--- config.mk ---
export PLATFORM = sky130hd
export DESIGN_NAME = max_pool_stream_ctrl
export DESIGN_NICKNAME = d
export VERILOG_FILES = /design/src/rtl/max_pool_stream_ctrl.sv
export SDC_FILE = /design/constraint.sdc
export NUM_CORES = 1
export LEC_CHECK = 0
export BUFFER_PORTS_ARGS = -buffer_cell sky130_fd_sc_hd__buf_2
export CAP_MARGIN = 0
export CORE_ASPECT_RATIO = 1.2
export CORE_MARGIN = 10
export CORE_UTILIZATION = 61
export CTS_CLUSTER_DIAMETER = 60
export DETAILED_ROUTE_END_ITERATION = 7
export GPL_TIMING_DRIVEN = 0
export PLACE_DENSITY = 0.93
export SYNTH_ARGS = -nofsm -noshare
export SYNTH_HDL_FRONTEND = slang
export SYNTH_SLANG_ARGS = --single-unit
--- constraint.sdc ---
create_clock -name clk -period 5.3 [get_ports clk]
set_input_delay 1.06 -clock clk [delete_from_list [all_inputs] [get_ports clk]]
set_output_delay 1.06 -clock clk [all_outputs]
set_load 0.005 [all_outputs]
--- src/rtl/max_pool_stream_ctrl.sv ---
// Global max-pooling controller: streams CHANNELS x BIT_WIDTH pixels, keeps a
// per-channel running max over an H*W frame and hands the pooled vector downstream.
module max_pool_stream_ctrl #(
    parameter int H         = 4,
    parameter int W         = 4,
    parameter int CHANNELS  = 32,
    parameter int BIT_WIDTH = 8
) (
    input  logic                            clk,
    input  logic                            rst_n,
    input  logic                            start,
    input  logic                            pix_valid,
    output logic                            pix_ready,
    input  logic [CHANNELS*BIT_WIDTH-1:0]   pix_data,
    input  logic                            pix_last,
    output logic                            fv_valid,
    input  logic                            fv_ready,
    output logic [CHANNELS*BIT_WIDTH-1:0]   feature_vector,
    output logic                            busy,
    output logic                            frame_err,
    output logic [$clog2(H*W+1)-1:0]        pix_count
);

    localparam int N  = H * W;
    localparam int CW = $clog2(N + 1);
    localparam int DW = CHANNELS * BIT_WIDTH;
    localparam logic [CW-1:0] LAST_IDX = CW'(N - 1);

    typedef enum logic [1:0] {
        IDLE,
        ACCUM,
        OUT
    } state_t;

    state_t          state_q, state_d;
    logic [CW-1:0]   pix_count_q, pix_count_d;
    logic [DW-1:0]   acc_q, acc_d;
    logic [DW-1:0]   feature_vector_q, feature_vector_d;
    logic            frame_err_q, frame_err_d;
    logic [DW-1:0]   acc_merged;
    logic            pix_hs;
    logic            at_last;

    assign pix_hs  = (state_q == ACCUM) && pix_valid;
    assign at_last = (pix_count_q == LAST_IDX);

    // First pixel of a frame loads outright so no stale max leaks in.
    always_comb begin
        acc_merged = acc_q;
        for (int unsigned c = 0; c < CHANNELS; c++) begin
            if ((pix_count_q == '0) ||
                (pix_data[c*BIT_WIDTH +: BIT_WIDTH] > acc_q[c*BIT_WIDTH +: BIT_WIDTH])) begin
                acc_merged[c*BIT_WIDTH +: BIT_WIDTH] = pix_data[c*BIT_WIDTH +: BIT_WIDTH];
            end
        end
    end

    always_comb begin
        state_d          = state_q;
        pix_count_d      = pix_count_q;
        acc_d            = acc_q;
        feature_vector_d = feature_vector_q;
        frame_err_d      = frame_err_q;

        unique case (state_q)
            IDLE: begin
                if (start) begin
                    state_d     = ACCUM;
                    pix_count_d = '0;
                    frame_err_d = 1'b0;
                end
            end
            ACCUM: begin
                if (pix_hs) begin
                    acc_d       = acc_merged;
                    pix_count_d = pix_count_q + CW'(1);
                    if (pix_last != at_last) begin
                        frame_err_d = 1'b1;
                    end
                    if (at_last) begin
                        state_d          = OUT;
                        feature_vector_d = acc_merged;
                    end
                end
            end
            OUT: begin
                if (fv_ready) begin
                    state_d = IDLE;
                end
            end
            default: state_d = IDLE;
        endcase
    end

    always_ff @(posedge clk or negedge rst_n) begin
        if (!rst_n) begin
            state_q          <= IDLE;
            pix_count_q      <= '0;
            acc_q            <= '0;
            feature_vector_q <= '0;
            frame_err_q      <= 1'b0;
        end else begin
            state_q          <= state_d;
            pix_count_q      <= pix_count_d;
            acc_q            <= acc_d;
            feature_vector_q <= feature_vector_d;
            frame_err_q      <= frame_err_d;
        end
    end

    assign pix_ready      = (state_q == ACCUM);
    assign fv_valid       = (state_q == OUT);
    assign busy           = (state_q != IDLE);
    assign frame_err      = frame_err_q;
    assign pix_count      = pix_count_q;
    assign feature_vector = feature_vector_q;

endmodule

[Yosys cells after proc, flatten, opt, wreduce, memory -nomap -nowiden]
Index checks and enable logic that the tools add are counted.
Operators by class
  equality and inequality tests: 9
  add/subtract/negate cells: 1
  reductions and logical operators: 42
  multiplexer cells: 44
  order comparisons: 32
Operators by type and width (count)
  $gt 8x8->1: 32
  $mux 8: 32
  $logic_or 1x1->1: 32
  $mux 5: 2
  $pmux 5 s2: 1
  $mux 2: 4
  $ne 2x1->1 const B: 4
  $reduce_and 4->1: 2
  $pmux 2 s3: 1
  $reduce_and 3->1: 2
  $add 5x1->5 const B: 1
  $eq 5x4->1 const B: 1
  $logic_not 5->1: 1
  $reduce_bool 2->1: 2
  $mux 1: 3
  $eq 2x1->1 const B: 1
  $eq 2x2->1 const B: 1
  $logic_not 2->1: 1
  $ne 2x2->1 const B: 1
  $pmux 1 s2: 1
  $reduce_and 2->1: 1
  $logic_and 1x1->1: 1
  $ne 1x1->1: 1
Storage, ports and cells
  register bits: 520
  logic and storage cells: 133
  output and inout port bits: 265

[Depth between registers and ports, before layout]
Gate-level depths: netlist (run 1).
  depth after elaboration: 5
  depth in mapped cells: 10

[Worst setup path after synthesis (run 1)]
OpenSTA, ideal clock, no wires.
  path type: in2reg
  from: in pix_data[1]
  to: reg acc_q[0]
  library setup time: 0.125 ns
  path buffers: 0
  path slack: 2.614 ns
  arrival: 2.561 ns
  stages on the path: 7
  path through: ha_1 nor2b_1 o211a_1 o211ai_1 nand2_4 nand2_4 mux2_2
On the way
  word-level cells in the longest chain between the ends: 3
Ends and longest elaborated chain
  from (decl): line 14  | input logic [CHANNELS*BIT_WIDTH-1:0] pix_data,
  $gt 8x8->1: line 52  | (pix_data[c*BIT_WIDTH +: BIT_WIDTH] > acc_q[c*BIT_WIDTH +: BIT_WIDTH])) begin
  $logic_or 1x1->1: line 51  | if ((pix_count_q == '0) ||
  $mux 8: line 51
  to (signal assigned): line 99  | acc_q <= '0;
  to (signal assigned): line 105  | acc_q <= acc_d;
  to (decl): line 37  | logic [DW-1:0] acc_q, acc_d;
Every way passes these cells.
A chain may end at the register's enable or synchronous reset.

[Worst setup path in the final report (run 1)]
  from: reg pix_count_q[0] (netlist: pix_count[0])
  to: reg feature_vector_q[200] (netlist: feature_vector[200])
On the way
  word-level cells in the longest chain between the ends: 3
  elaborated cells on any way between the ends: 5
  classes of those cells: 1 x eq/ne; 1 x mux; 3 x reduce/logical
Ends and longest elaborated chain
  from (decl): line 36  | logic [CW-1:0] pix_count_q, pix_count_d;
  from (signal assigned): line 104  | pix_count_q <= pix_count_d;
  $logic_not 5->1: line 51
  $logic_or 1x1->1: line 51
  $mux 8: line 51
  to (signal assigned): line 106  | feature_vector_q <= feature_vector_d;
  to (decl): line 38  | logic [DW-1:0] feature_vector_q, feature_vector_d;
Parallel ways exist; a longest one is shown, timed or not.

==> qor.yml, run 1 <==
required_ns: 5.73
fin_tns_setup_ns: 0
status: "completed"
dr_wl_met3_um: 7321
vias_per_cell: 6.027
hold_violations: 0
async_flop_share_pct: 100.0
slew_viol_final: 0
critPathMaxStageDelay_ns: 0.53
critical_path.top_delay_family: "buffers and inverters"
path_max_fanout: 10
rows: 87
nNetsFinal: 3808
min_period_ns: 2.819
gp_congestion: 0.9076
post_cts_resize_count: 0
wl_met1_um: 32110
htree_levels: 2
routed.top_layer: "met5"
cp-start-kind: "register"
syn_area_per_cell_um2: 10.62
maxCapViolations: 0
cts_made_buffers: 53
antenna_left: 0
fp.dieW_um: 218.0
hold_path_class: "in -> async"
drive_gt1_share_pct: 28.46
wl_per_cell_um: 22.91
antenna_found_initial: 44
synthCells: 2703
rsz0062_at_grt: "false"
path_buf_inv: 3
ys_ff_latch: 520
yosysWarnings: 0
peakVddDrop_uv: 424.2
powerDensity_nw_per_um2: 637.4
grt_pass1_vias: 25426
hpwl_um: 64100
max_freq_ghz: 0.3548
syn_area_um2: 28710
cts_tree: "done"
dieArea_um2: 56180
slowest_stage: "buf_1"
utilization_pct: 72.95
max_slew_margin_pct: 43.22
core-area_um2: 46810
cts_max_path_buffers: 3
synth_edf_count: 0
path_clk_slew_ns: 0.06
clk_latency_ns: 0.60
cp.arrival_ns: 3.25
setup_violations: 0
cp_cell_sequence: "ha_1, and3_1, ha_1, and3_1, buf_2, buf_2, buf_1, a21oi_1"
dpl.cell_count: 3855
initial_utilization_pct: 61.33
finalNonFillerCells: 4001
tightestPinTransition_ns: 0.8518
pin_count: 527
grt_pass1_wl_um: 140100
grt_max_degree: 122
vias: 24114
fp.dieH_um: 257.6
p_leak_uw: 0.01809
path_class: "reg -> reg"
grt_overflow: 0
post_cts_buffers: 0
grt.total_usage_pct: 31.48
ys.flop_type: "dfrtp_1"
drc: 0
cts_hold_buffers: 0
drtPass1Iterations: 5
synth-seq-area-share_pct: 45.33
wl_um: 91650
fin_crit_sh_pct: 53.18
cts.sinks: 520
first_iter_violations: 2086
io_buffers: 525
yosysUniqueCellTypes: 50
crit_path_end_kind: "register"
finClkSkew_ns: 0.01976
fillers: 2920
area_growth_pct: 18.94
syn-num-nets: 3224
dr_wl_met2_um: 44950
clockRootBuffer: "clkbuf_16"
## layout by cell type, fill, tap and decap left out, drive strengths merged
cell        n
o22a        1
o21ai     112
nand2     161
inv       264
o21a        7
clkinv     13
nand2b      9
and4       34
o22ai       2
nor3        3
bufinv      3
nand3      21
diode      50
ha        259
a31oi      29
clkbuf    100
a22o        3
xor2        1
and3        3
buf       590
mux2      206
a21o       18
o211a      17
a21oi     341
dfrtp     520
clkinvlp    3
o21bai      1
nor2      275
nor2b      33
and2        2
mux2i     236
a211oi      8
nand4      31
o211ai     22
## metrics by stage
step	hold slack [ns]	cell area, um^2	power, uW	setup WS (ns)
floorplan	0.4986	28710	14050	2.614
global placement	0.5021	32120	16780	-7.364
detailed placement	0.5115	32240	17430	2.086
CTS	0.4138	34020	21590	2.491
global route	0.4332	34110	23090	2.368
finish	0.4110	34150	21770	2.481
## power by group
| part | switching [uW] | internal [uW] |
|---|---|---|
| Sequential | 1380 | 5880 |
| Clock | 1630 | 2210 |
| Combinational | 5770 | 4890 |
## final cells by class
| cell class | instances | area (um^2) | area share, % |
|---|---|---|---|
| Inverter | 263 | 987.2 | 2.891 |
| Timing Repair Buffer | 529 | 2748 | 8.047 |
| Clock buffer | 76 | 1565 | 4.584 |
| Multi-Input combinational cell | 1835 | 14230 | 41.68 |
| Buffer | 85 | 476.7 | 1.396 |
| Sequential cell | 520 | 13010 | 38.11 |
| Tap cell | 623 | 779.5 | 2.283 |
| Antenna cell | 50 | 125.1 | 0.3664 |
| Clock inverter | 20 | 220.2 | 0.6449 |
## sequential cells by signal, summed over array words and instances (netlist names)
register,flops
acc_q,256
feature_vector,256
frame_err,1
pix_count,5
state_q,2
## cells in the mapped netlist, types with 3 or more instances
cell | number | area share (%)
nand2_4 | 29 | 1.1
nor3_1 | 3 | 0.052
o21a_1 | 7 | 0.18
a211oi_1 | 5 | 0.13
nor2b_1 | 33 | 0.72
ha_1 | 259 | 11
mux2_4 | 39 | 2.0
clkbuf_1 | 24 | 0.31
nor2_1 | 265 | 3.5
nand2b_1 | 9 | 0.20
a211oi_2 | 3 | 0.13
dfrtp_1 | 520 | 45
inv_1 | 262 | 3.4
o211a_1 | 17 | 0.59
and4_1 | 34 | 1.0
o21ai_0 | 109 | 1.9
a21o_1 | 18 | 0.47
buf_1 | 5 | 0.065
nor2_8 | 3 | 0.21
buf_2 | 39 | 0.68
a21oi_4 | 9 | 0.51
nand4_1 | 31 | 0.68
mux2i_1 | 236 | 8.2
nor2_4 | 5 | 0.20
buf_6 | 10 | 0.39
a21oi_2 | 5 | 0.15
a21oi_1 | 327 | 5.7
buf_4 | 6 | 0.16
nand3_2 | 7 | 0.24
a31oi_1 | 28 | 0.61
nand3_1 | 14 | 0.24
mux2_2 | 167 | 6.6
o211ai_1 | 22 | 0.58
nand2_1 | 130 | 1.7
a22o_1 | 3 | 0.092
## per-layer routing
metal	vias to the layer above	track usage (%)
li1	10652	-
met1	11877	33.92
met2	1163	52.78
met3	410	8.468
met4	12	22.40
met5	-	0
## path summary, 6_finish.rpt
path,from,end,slack [ns],cells past startpoint
setup / recovery,pix_count[0]$_DFFE_PN0P_,feature_vector[200]$_DFFE_PN0P_,2.48,8
hold / removal,rst_n,acc_q[191]$_DFFE_PN0P_,0.41,1
setup reg to reg,pix_count[0]$_DFFE_PN0P_,feature_vector[200]$_DFFE_PN0P_,2.48,8
hold reg to reg,feature_vector[159]$_DFFE_PN0P_,feature_vector[159]$_DFFE_PN0P_,0.52,2
max in group asynchronous,rst_n,acc_q[142]$_DFFE_PN0P_,3.33,3
min in group clk,feature_vector[159]$_DFFE_PN0P_,feature_vector[159]$_DFFE_PN0P_,0.52,2
## cell families (layout without fill, tap and decap cells)
kind of cell,count (synthesis),after routing,synth area share [%]
and+or+nand+nor,572,572,10.14
AOI/OAI and AO/OA,561,561,11.30
DFF,520,520,45.33
muxes,442,442,16.82
buffers and inverters,348,973,5.099
adders and majority gates,259,259,11.29
xor gates and xnor gates,1,1,0.03051
other,0,50,0
Note: power is estimated with default switching activity, not from simulation.
==> inputs of run 2 (changes only) <==
Settings changed: CORE_UTILIZATION 61 to 57, PLACE_DENSITY 0.93 to 0.88.
Clock period 5.3 ns to 2.8 ns, I/O delays scaled along.
==> run 2 against run 1 <==
Against the previous run:
- largest cell class unchanged
- wire length is 6.7% lower
- fmax increased by 6.3%
- utilization is 4.9 points lower
- die area rose by 6.4%
- clock power grew 82%
- largest power group unchanged
- critical path depth unchanged
- power increased by 85%
- flip-flop and latch count did not move
==> qor.yml, run 2 (synthesized netlist as in run 1, its figures left out) <==
clockRootBuffer: "clkbuf_16"
cts.sinks: 520
intPower_uw: 24300
max_freq_ghz: 0.3772
ff2ff_path_depth: 8
cp.arrival_ns: 3.09
setup_violations: 0
maxCapViolations: 0
holdWs_ns: 0.1994
first_iter_violations: 1454
critPathMaxStageDelay_ns: 0.47
vias_per_cell: 5.779
drc: 0
pin_count: 527
share_comb_of_total_power_pct: 48.8
hold_start: "pix_data[164]"
grt_max_degree: 117
drtPass1Iterations: 5
slew_viol_final: 0
min_to: "acc_q[164]$_DFFE_PN0P_"
hold_violations: 0
grt_pass1_vias: 24400
dpl.cell_count: 3876
antenna_found_initial: 43
antenna_left: 0
r2r_setup_slack_ns: 0.15
reg2reg_from: "pix_count[0]$_DFFE_PN0P_"
clkPwrFrac_pct: 17.4
cp_cell_sequence: "ha_1, and3_1, ha_1, and3_1, buf_2, buf_2, clkbuf_1, a21oi_1"
rows: 90
path_max_fanout: 10
finalPower_uw: 40220
fillers: 3517
finClkSkew_ns: 0.02888
sequentialPowerShare_pct: 33.8
status: "completed"
post_cts_buffers: 0
peakVddDrop_uv: 763.1
clk_latency_ns: 0.60
multi_input_area_um2: 14230
mostFrequentLayoutCells: "563 x buf_2, 520 x dfrtp_1, 327 x a21oi_1"
fin_crit_sh_pct: 94.68
io_buffers: 525
p_sw_uw: 15920
nNetsFinal: 3809
place_area_um2: 32260
vias: 23178
p_sw_share_pct: 39.58
hpwl_um: 62940
hold_path_class: "in -> reg"
grt_pass1_wl_um: 132200
final_common_cell: "buf_2"
r2r-end: "feature_vector[49]$_DFFE_PN0P_"
wl_um: 85540
grt_overflow: 0
cts_made_buffers: 53
core-area_um2: 50110
cts_tree: "done"
powerDensity_nw_per_um2: 1180
wl_per_cell_um: 21.33
post-route-cell-area_um2: 34090
slowest_stage: "clkbuf_1"
rsz0062_at_grt: "true"
fp.dieH_um: 265.8
htree_levels: 2
hold_depth: 3
cp-start-kind: "register"
cts_max_path_buffers: 3
gp_congestion: 0.9003
finalNonFillerCells: 4011
path_clk_slew_ns: 0.06
tightestPinTransition_ns: 0.8459
dieArea_um2: 59780
p_leak_uw: 0.01811
crit_path_end_kind: "register"
grt.total_usage_pct: 27.95
path_class: "reg -> reg"
required_ns: 3.24
initial_utilization_pct: 57.29
area_growth_pct: 18.73
drive_gt1_share_pct: 28.73
max_slew_margin_pct: 43.61
min_period_ns: 2.651
fp.dieW_um: 224.9
regArea_um2: 13010
[run 2: changes by cell type in the layout (fill, tap and decap cells not counted), sizes merged]
cell	change
dlygate4sd3	+1
clkinvlp	-2
inv	+1
buf	-3
clkbuf	+7
bufinv	-3
diode	-11
clkinv	-1
[run 2: through the flow]
stage	utilization, %	setup slack, ns	setup TNS (ns)
finish	68.02	0.1490	0
CTS	67.81	0.02358	0
global route	67.99	0.003669	0
detailed placement	64.38	0.01293	0
floorplan	-	0.6141	0
global placement	64.14	-9.479	-4894.01
[run 2: worst max-delay path by stage]
stage                                        start                        endpoint  depth (start not counted)
after floorplan                        pix_data[1]            acc_q[0]$_DFFE_PN0P_                          7
after global placement                       rst_n          acc_q[143]$_DFFE_PN0P_                          1
after detailed placement  pix_count[0]$_DFFE_PN0P_  feature_vector[23]$_DFFE_PN0P_                          8
after CTS                 pix_count[0]$_DFFE_PN0P_  feature_vector[14]$_DFFE_PN0P_                          8
after global routing      pix_count[0]$_DFFE_PN0P_  feature_vector[30]$_DFFE_PN0P_                          8
final                     pix_count[0]$_DFFE_PN0P_  feature_vector[49]$_DFFE_PN0P_                          8
[run 2: repair_timing]
action	4_1_cts	5_1_grt
gates resized for setup	2	15
hold buffers	1	0
setup endpoints to repair	15	84
endpoints found under the hold margin	81	0
pin swaps	0	0
[run 2: layout make-up]
cell class | count | share of cell area [%]
diodes | 39 | 0.2863
clock inverters | 15 | 0.2716
inverters | 263 | 2.896
repair buffers | 530 | 8.090
clock buffers | 80 | 4.724
multi-input cells | 1835 | 41.75
flip-flops and latches | 520 | 38.18
plain buffers | 85 | 1.439
well taps | 644 | 2.364
[run 2: worst max-delay path, delay by kind of cell (launching register included)]
kind	cells	cell delay, ns
AO/OA/AOI/OAI	1	0.15
adder cells (fa/ha/maj)	2	0.42
flip-flops	1	0.44
buffers and inverters	3	1.15
AND/OR/NAND/NOR	2	0.34
[run 2: power by group through the flow]
stage / clock, uW / sequential, uW / combinational, uW
5_1_grt: 7350 / 14000 / 21600
4_1_cts: 7100 / 13500 / 19700
3_3_place_gp: 0 / 13300 / 18500
2_1_floorplan: 0 / 13200 / 13400
3_5_place_dp: 0 / 13600 / 19300
6_report: 7000 / 13600 / 19600
[run 2: routing by layer]
metal	GRT usage [%]	vias up	routed length, um
met2	47.37	870	42090
met4	19.01	14	5962
li1	-	10644	-
met1	30.99	11352	31440
met3	6.132	298	5951
met5	0	-	88
